==> config.mk <==
export PLATFORM = sky130hd
export DESIGN_NAME = pipe_stage_buffer
export DESIGN_NICKNAME = d
export VERILOG_FILES = /design/src/rtl/pipe_stage_buffer.sv
export SDC_FILE = /design/constraint.sdc
export NUM_CORES = 1
export LEC_CHECK = 0
export CAP_MARGIN = 20
export CORE_UTILIZATION = 45
export CTS_CLUSTER_DIAMETER = 150
export DETAILED_ROUTE_END_ITERATION = 6
export DONT_BUFFER_PORTS = 1
export SLEW_MARGIN = 20
export SYNTH_ARGS = -nofsm -noshare
export SYNTH_HDL_FRONTEND = slang
export SYNTH_SLANG_ARGS = --single-unit
==> constraint.sdc <==
create_clock -name clk -period 1.9 [get_ports clk]
set_clock_uncertainty 0.2 [all_clocks]
set_input_delay 0.095 -clock clk [delete_from_list [all_inputs] [get_ports clk]]
set_output_delay 0.095 -clock clk [all_outputs]
set_load 0.02 [all_outputs]
==> src/rtl/pipe_stage_buffer.sv <==
// Elastic pipeline stage register: valid/ready handshake with an optional 2-entry skid,
// flush that turns held entries into control-cleared bubbles, and a saturating stall counter.
module pipe_stage_buffer #(
  parameter int                 DATA_W    = 72,
  parameter int                 CTRL_W    = 3,
  parameter bit                 SKID      = 1'b1,
  parameter logic [DATA_W-1:0]  RESET_VAL = '0,
  parameter int                 CNT_W     = 16
) (
  input  logic              clk,
  input  logic              reset,
  input  logic              flush,
  input  logic              in_valid,
  output logic              in_ready,
  input  logic [DATA_W-1:0] in_data,
  output logic              out_valid,
  input  logic              out_ready,
  output logic [DATA_W-1:0] out_data,
  output logic [CNT_W-1:0]  stall_cnt
);

  // Keeps the payload bits, zeroes the control field at the top of the bundle.
  localparam logic [DATA_W-1:0] PAYLOAD_MASK = {{CTRL_W{1'b0}}, {(DATA_W-CTRL_W){1'b1}}};
  localparam logic [CNT_W-1:0]  CNT_MAX      = '1;

  logic              main_v_q, main_v_d;
  logic              skid_v_q, skid_v_d;
  logic [DATA_W-1:0] main_d_q, main_d_d;
  logic [DATA_W-1:0] skid_d_q, skid_d_d;
  logic [CNT_W-1:0]  stall_q, stall_d;
  logic              accept, emit;

  generate
    if (SKID) begin : g_skid_ready
      // Only registered state and the synchronous reset feed in_ready; out_ready never does.
      assign in_ready = ~skid_v_q & ~reset;
    end else begin : g_single_ready
      assign in_ready = ~main_v_q | out_ready;
    end
  endgenerate

  always_comb begin
    accept   = in_valid & in_ready;
    emit     = main_v_q & out_ready;
    main_v_d = main_v_q;
    skid_v_d = skid_v_q;
    main_d_d = main_d_q;
    skid_d_d = skid_d_q;

    if (SKID) begin
      case ({main_v_q, skid_v_q})
        2'b00: begin
          if (accept) begin
            main_v_d = 1'b1;
            main_d_d = in_data;
          end
        end
        2'b10: begin
          if (accept && emit) begin
            main_d_d = in_data;
          end else if (accept) begin
            skid_v_d = 1'b1;
            skid_d_d = in_data;
          end else if (emit) begin
            main_v_d = 1'b0;
          end
        end
        2'b11: begin
          if (emit) begin
            main_d_d = skid_d_q;
            skid_v_d = 1'b0;
          end
        end
        default: begin
          skid_v_d = 1'b0;
        end
      endcase
    end else begin
      if (accept) begin
        main_v_d = 1'b1;
        main_d_d = in_data;
      end else if (emit) begin
        main_v_d = 1'b0;
      end
    end

    // A bundle accepted in the flush cycle is dropped; the held data keeps its payload.
    if (flush) begin
      main_v_d = 1'b0;
      skid_v_d = 1'b0;
      main_d_d = main_d_q & PAYLOAD_MASK;
    end

    stall_d = stall_q;
    if (main_v_q && !out_ready && stall_q != CNT_MAX) begin
      stall_d = stall_q + 1'b1;
    end
  end

  always_ff @(posedge clk) begin
    if (reset) begin
      main_v_q <= 1'b0;
      skid_v_q <= 1'b0;
      main_d_q <= RESET_VAL;
      skid_d_q <= RESET_VAL;
      stall_q  <= '0;
    end else begin
      main_v_q <= main_v_d;
      skid_v_q <= skid_v_d;
      main_d_q <= main_d_d;
      skid_d_q <= skid_d_d;
      stall_q  <= stall_d;
    end
  end

  assign out_valid = main_v_q;
  assign out_data  = main_v_q ? main_d_q : (main_d_q & PAYLOAD_MASK);
  assign stall_cnt = stall_q;

endmodule

==> results of run 1 <==
## sequential cells by signal (all words and copies together), names as in the netlist
name	cells
main_d_q	72
stall_cnt	16
skid_d_q	72
out_valid	1
skid_v_q	1
## worst max-delay path: cells and delay by family, from the launching register on
kind | cells | cell delay (ps)
buffers and inverters | 2 | 360
flip-flops | 1 | 320
AND/OR/NAND/NOR | 2 | 480
AO/OA/AOI/OAI | 2 | 530
## layout make-up
| cell class | instances | area, um^2 | share of cell area |
|---|---|---|---|
| diodes | 1 | 2.502 | 0.0002870 |
| repair buffers | 112 | 1101 | 0.1263 |
| multi-input cells | 599 | 3525 | 0.4042 |
| clock inverters | 6 | 82.58 | 0.009471 |
| inverters | 2 | 7.507 | 0.0008610 |
| flip-flops and latches | 162 | 3253 | 0.3731 |
| well taps | 216 | 270.3 | 0.03099 |
| clock buffers | 20 | 478.0 | 0.05481 |
## layer usage
metal	wire length, um	share of wire
met1	7668	0.41
met2	9496	0.50
met3	1324	0.070
met4	395	0.021
met5	0	0
## what timing repair did
item / in CTS / in global routing
setup buffers: 8 / 11
hold buffers: 11 / 16
pin swaps: 9 / 11
endpoints found under the setup margin: 69 / 78
hold endpoints to repair: 162 / 155
gates resized for setup: 4 / 27
cloned: 1 / 0
## final timing paths
| path | start | end | slack [ps] | depth (start not counted) |
|---|---|---|---|---|
| worst max register to register | skid_v_q$_SDFFE_PP0P_ | main_d_q[53]$_SDFFE_PP0P_ | -80 | 6 |
| worst max-delay path | skid_v_q$_SDFFE_PP0P_ | main_d_q[53]$_SDFFE_PP0P_ | -80 | 6 |
| worst min register to register | skid_d_q[45]$_SDFFE_PP0P_ | skid_d_q[45]$_SDFFE_PP0P_ | 250 | 2 |
| worst min-delay path | reset | main_d_q[47]$_SDFFE_PP0P_ | -450 | 1 |
## metrics by stage
| stage | utilization | hold WS, ps | setup TNS, ps | total power, mW |
|---|---|---|---|---|
| 4_1_cts | 0.5192 | -474.4 | -2250 | 7.495 |
| 2_1_floorplan | - | 30.96 | -605.7 | 4.178 |
| 3_5_place_dp | 0.4709 | -26.74 | -3455 | 4.130 |
| 5_1_grt | 0.5411 | -478.9 | -5394 | 7.730 |
| 3_3_place_gp | 0.4709 | -22.90 | -280.3 | 4.110 |
| 6_report | 0.5411 | -452.5 | -1436 | 7.459 |
## cell usage in the layout, fill, tap and decap left out, types with 3 or more instances in the layout
master	n
o31ai_1	3
a21oi_2	3
clkbuf_16	18
a311oi_2	61
nand4_1	5
and2_1	3
dfxtp_2	5
dfxtp_1	156
buf_6	4
buf_4	68
buf_12	10
nor2_2	7
nor2_1	74
or3_1	3
o21ai_0	6
a311oi_1	11
dlygate4sd3_1	27
a21oi_1	80
nand2_1	221
clkinv_2	3
nand3_1	76
nor3_1	7
nor4_2	3
nand2b_1	3
## cell families (layout without fill, tap and decap cells)
group                    count (synthesis)  after routing  synth area share
flip-flops                             162            162            0.4306
multiplexers                             3              3          0.004319
other                                    0              1                 0
adder cells (fa/ha/maj)                  1              1          0.001661
AND/OR/NAND/NOR                        423            423            0.2384
buffers and inverters                  148            140            0.1200
AO/OA/AOI/OAI                          172            172            0.2050
## where the power goes
group	total, mW	switching (mW)	leakage [nW]	internal (mW)
combinational	0.481	0.243	1.43	0.238
clock	3.32	1.29	0.276	2.03
sequential	3.66	0.164	1.32	3.49
==> out/metrics.cfg, run 1 <==
[logic_synthesis]
synth_enable_flop_cells=0
ys_top_cells_by_area=dfxtp_1 43%, a311oi_2 12%, nand2_1 11%
yosysMostFrequentCell=nand2_1
synth_warnings=0
ys_types=38
netlist_instances=909
ys_seq_area_frac=0.4306
avgSynthCellArea_um2=8.285
syn_area_mm2=0.007531
syn_nets=987
ys_top_cells_by_count=222 x nand2_1, 162 x dfxtp_1, 83 x a21oi_1, 83 x nor2_1, 77 x nand3_1
yosys.area.top_type=dfxtp_1
synth_top_area_frac=0.4306
synth_seq_cells=162
async_flop_share=0
ys.flop_type=dfxtp_1

[route]
drc=0
dr_total_vias=6221
wl_per_cell_um=16.89
postRouteAntennaNets=0
firstDrtPassIters=5
via_per_inst=5.564
routed_wl_um=18880
drtIter0Drc=372

[worst_setup_path]
critical_path_class=flip-flop to flip-flop
start_kind=flip-flop
worst-path-max-fanout=21
max_stage_delay_ps=410
cp-end-kind=flip-flop
crit_path_frequent_cell=buf_12
path_cells=or3b_4 > a211oi_4 > buf_12 > buf_12 > nor2_1 > a311oi_2
worst_path_max_delay_cell=or3b_4
crit_arrival_ps=2100
cp.required_ps=2020

[place]
port_buffers=0
preCtsSetupSlack_ps=-112.1
dp_cells=1045
hpwl_um=11710
gp_congestion=0.7909
dpl-instance-area_mm2=0.007589

[timing]
hold-worst-slack_ps=-452.5
worstMarginPinSlew_ps=417.9
hold_viol_final=155
finalCriticalPeriod_ps=1976
setup_violations=47
maxSlewViolCount=0
fin_crit_sh=1.040
rsz0062_at_grt=true
fin_ws_ps=-75.80
clock.fmax_mhz=506.1
relSlewSlack=0.7206

[grt]
grt.total_usage=0.2167
use_met1=0.2481
grt_use_met3=0.06752
grt_pass1_wl_um=29950
overflow=0
grt_max_degree=163
antenna_found_initial=1
grt-busiest-layer=met2
first_global_vias=5826
grt_use_met2=0.3720

[finish]
nFillCells=1478
design_area_mm2=0.008720
final_cells=1118
drive_above_1_share=0.2297
finalNetCount=972
synthToLayoutAreaGrowth_pct=15.78

[floorplan]
fp.dieH_um=131.4
core_area_mm2=0.01612
initial_core_util=0.4673
die_area_mm2=0.01726
die_w_um=131.4
io_pins=167
rows=46

[clocking]
cts-root-buf=clkbuf_16
cts_tree=yes
clkSinkCount=162
clkLatencyLatePin_ps=420
clkTransAtPathRegs_ps=60
cts-buffers-inserted=17
htreeDepth=4
ctsLongestPathBuffers=2

[status]
outcome=finished with violations
violations=hold timing, setup timing

[min_path]
min_path_type=primary input to flip-flop

[job]
cap_viol_max_count=0

[power]
powerDensity_mw_per_mm2=855.5
vdd_drop_max_mv=0.5725
p_leak_nw=3.025

(Power assumes the default switching activity.)
==> run 2, diff against run 1 <==
--- a/config.mk
+++ b/config.mk
@@ -6,10 +6,13 @@
 export NUM_CORES = 1
 export LEC_CHECK = 0
 export CAP_MARGIN = 20
-export CORE_UTILIZATION = 45
+export CELL_PAD_IN_SITES_DETAIL_PLACEMENT = 0
+export CELL_PAD_IN_SITES_GLOBAL_PLACEMENT = 1
+export CORE_UTILIZATION = 42
 export CTS_CLUSTER_DIAMETER = 150
 export DETAILED_ROUTE_END_ITERATION = 6
 export DONT_BUFFER_PORTS = 1
+export PLACE_DENSITY_LB_ADDON = 0.1
 export SLEW_MARGIN = 20
 export SYNTH_ARGS = -nofsm -noshare
 export SYNTH_HDL_FRONTEND = slang
==> run 2 against run 1 <==
Net effect:
- the run still ends with hold timing, setup timing left
- die area increased by 7.0%
- global-route usage shrank 0.56 points
- hold slack worse by 13 ps
- routed wire length increased by 2.9%
- flip-flop and latch count did not move
- sequential power about the same
- via count decreased by 1.9%
==> out/metrics.cfg, run 2 (synthesis gave the netlist of run 1 again) <==
[timing]
hold_viol_final=155
setup_violations=53
clock.fmax_mhz=507.2
worstMarginPinSlew_ps=617.4
maxSlewViolCount=0
finalCriticalPeriod_ps=1971
relSlewSlack=0.5884
hold-worst-slack_ps=-465.2
rsz0062_at_grt=true
fin_ws_ps=-71.47
fin_crit_sh=1.038

[place]
hpwl_um=11910
preCtsSetupSlack_ps=-55.76
gp_congestion=0.7803
dpl-instance-area_mm2=0.007582
dp_cells=1050
port_buffers=0

[route]
firstDrtPassIters=5
postRouteAntennaNets=0
via_per_inst=5.501
drc=0
dr_total_vias=6101
drtIter0Drc=324
wl_per_cell_um=17.52
routed_wl_um=19440

[worst_setup_path]
cp-end-kind=flip-flop
critical_path_class=flip-flop to flip-flop
max_stage_delay_ps=410
start_kind=flip-flop
cp.required_ps=2030
path_buf_inv=2
path_cells=or3b_4 > a211oi_4 > buf_6 > buf_12 > nor2_1 > a311oi_1
worst_path_max_delay_cell=or3b_4
cp_top_family=compound AO/OA/AOI/OAI gates
crit_arrival_ps=2100
worst-path-max-fanout=9

[clocking]
cts-root-buf=clkbuf_16
clkTransAtPathRegs_ps=60
clkSinkCount=162
clkLatencyLatePin_ps=420
htreeDepth=4
ctsLongestPathBuffers=2
hold_buffers=11
cts-buffers-inserted=17
cts_tree=yes

[power]
p_leak_nw=2.883
switchingPower_mw=1.762
pwr-share-clk=0.438
intPower_mw=5.547
p_total_mw=7.309
powerDensity_mw_per_mm2=858.4
vdd_drop_max_mv=0.5681
p_seq_frac=0.500
p_comb_frac=0.062
p_sw_frac=0.2411

[finish]
multi_input_area_mm2=0.003490
final_cell_mix=221 x nand2_1, 156 x dfxtp_1, 83 x a21oi_1, 76 x nand3_1, 70 x nor2_1
fin_util=0.4889
final_cells=1109
drive_above_1_share=0.2288
finalNetCount=948
nFillCells=1673
final_common_cell=nand2_1
register_area_mm2=0.003253
design_area_mm2=0.008514
synthToLayoutAreaGrowth_pct=13.06

[floorplan]
rows=48
die_area_mm2=0.01847
die_w_um=135.9
core_area_mm2=0.01742
initial_core_util=0.4324
io_pins=167
fp.dieH_um=135.9

[status]
violations=hold timing, setup timing
outcome=finished with violations

[grt]
grt_pass1_wl_um=30320
grt_max_degree=163
first_global_vias=5858
antenna_found_initial=1
overflow=0
grt.total_usage=0.2111

[job]
cap_viol_max_count=0

[min_path]
min_path_type=primary input to flip-flop

==> run 2: cell count changes in the layout (fill, tap and decap cells not counted), sizes merged <==
cell / delta
bufinv: -2
clkbuf: +8
dlygate4sd3: -16
buf: -11
clkinvlp: +4
bufbuf: -1
==> run 2: layer usage <==
layer	GRT usage	wire, um	vias to the layer above
met1	0.2433	8129	2947
met3	0.08352	1535	21
met2	0.3529	9430	136
met4	0.07407	340	0
met5	0	0	-
li1	-	-	2997
==> run 2: worst paths after layout <==
path	start	cells after the start	to	slack, ps
setup / recovery	skid_v_q$_SDFFE_PP0P_	6	main_d_q[28]$_SDFFE_PP0P_	-70
hold / removal	reset	1	main_d_q[61]$_SDFFE_PP0P_	-470
setup reg to reg	skid_v_q$_SDFFE_PP0P_	6	main_d_q[28]$_SDFFE_PP0P_	-70
hold reg to reg	skid_d_q[26]$_SDFFE_PP0P_	2	skid_d_q[26]$_SDFFE_PP0P_	250
==> run 2: power groups by stage <==
stage | combinational [mW] | clock (mW) | sequential, mW
3_3_place_gp | 0.380 | 0 | 3.73
4_1_cts | 0.419 | 3.30 | 3.66
6_report | 0.454 | 3.20 | 3.66
5_1_grt | 0.498 | 3.45 | 3.67
2_1_floorplan | 0.573 | 0 | 3.60
3_5_place_dp | 0.395 | 0 | 3.73
==> run 2: per-stage QoR <==
step           setup TNS (ps)  hold WS [ps]
2_1_floorplan          -605.7         30.96
3_3_place_gp           -15.43        -23.18
3_5_place_dp           -367.6        -21.64
4_1_cts                -872.5        -487.1
5_1_grt                 -4959        -487.3
6_report                -1171        -465.2
==> run 2: layout make-up <==
cell class,count,area share
clock inverters,8,0.006172
well taps,225,0.03306
multi-input cells,599,0.4098
inverters,2,0.0008817
diodes,1,0.0002939
flip-flops and latches,162,0.3821
clock buffers,24,0.05893
repair buffers,88,0.1087
==> run 2: repair_timing <==
| item | CTS | global route |
|---|---|---|
| gates resized for setup | 9 | 20 |
| buffers inserted | 0 | 11 |
| setup endpoints to repair | 64 | 126 |
| gates cloned | 0 | 4 |
| hold endpoints to repair | 162 | 155 |
| pin swaps | 10 | 7 |
==> run 2: worst register-to-register path: cells and delay by family, from the launching register on <==
kind,cells,cell delay (ps)
simple gates,2,460
flops,1,330
buf+inv,2,370
compound gates,2,510
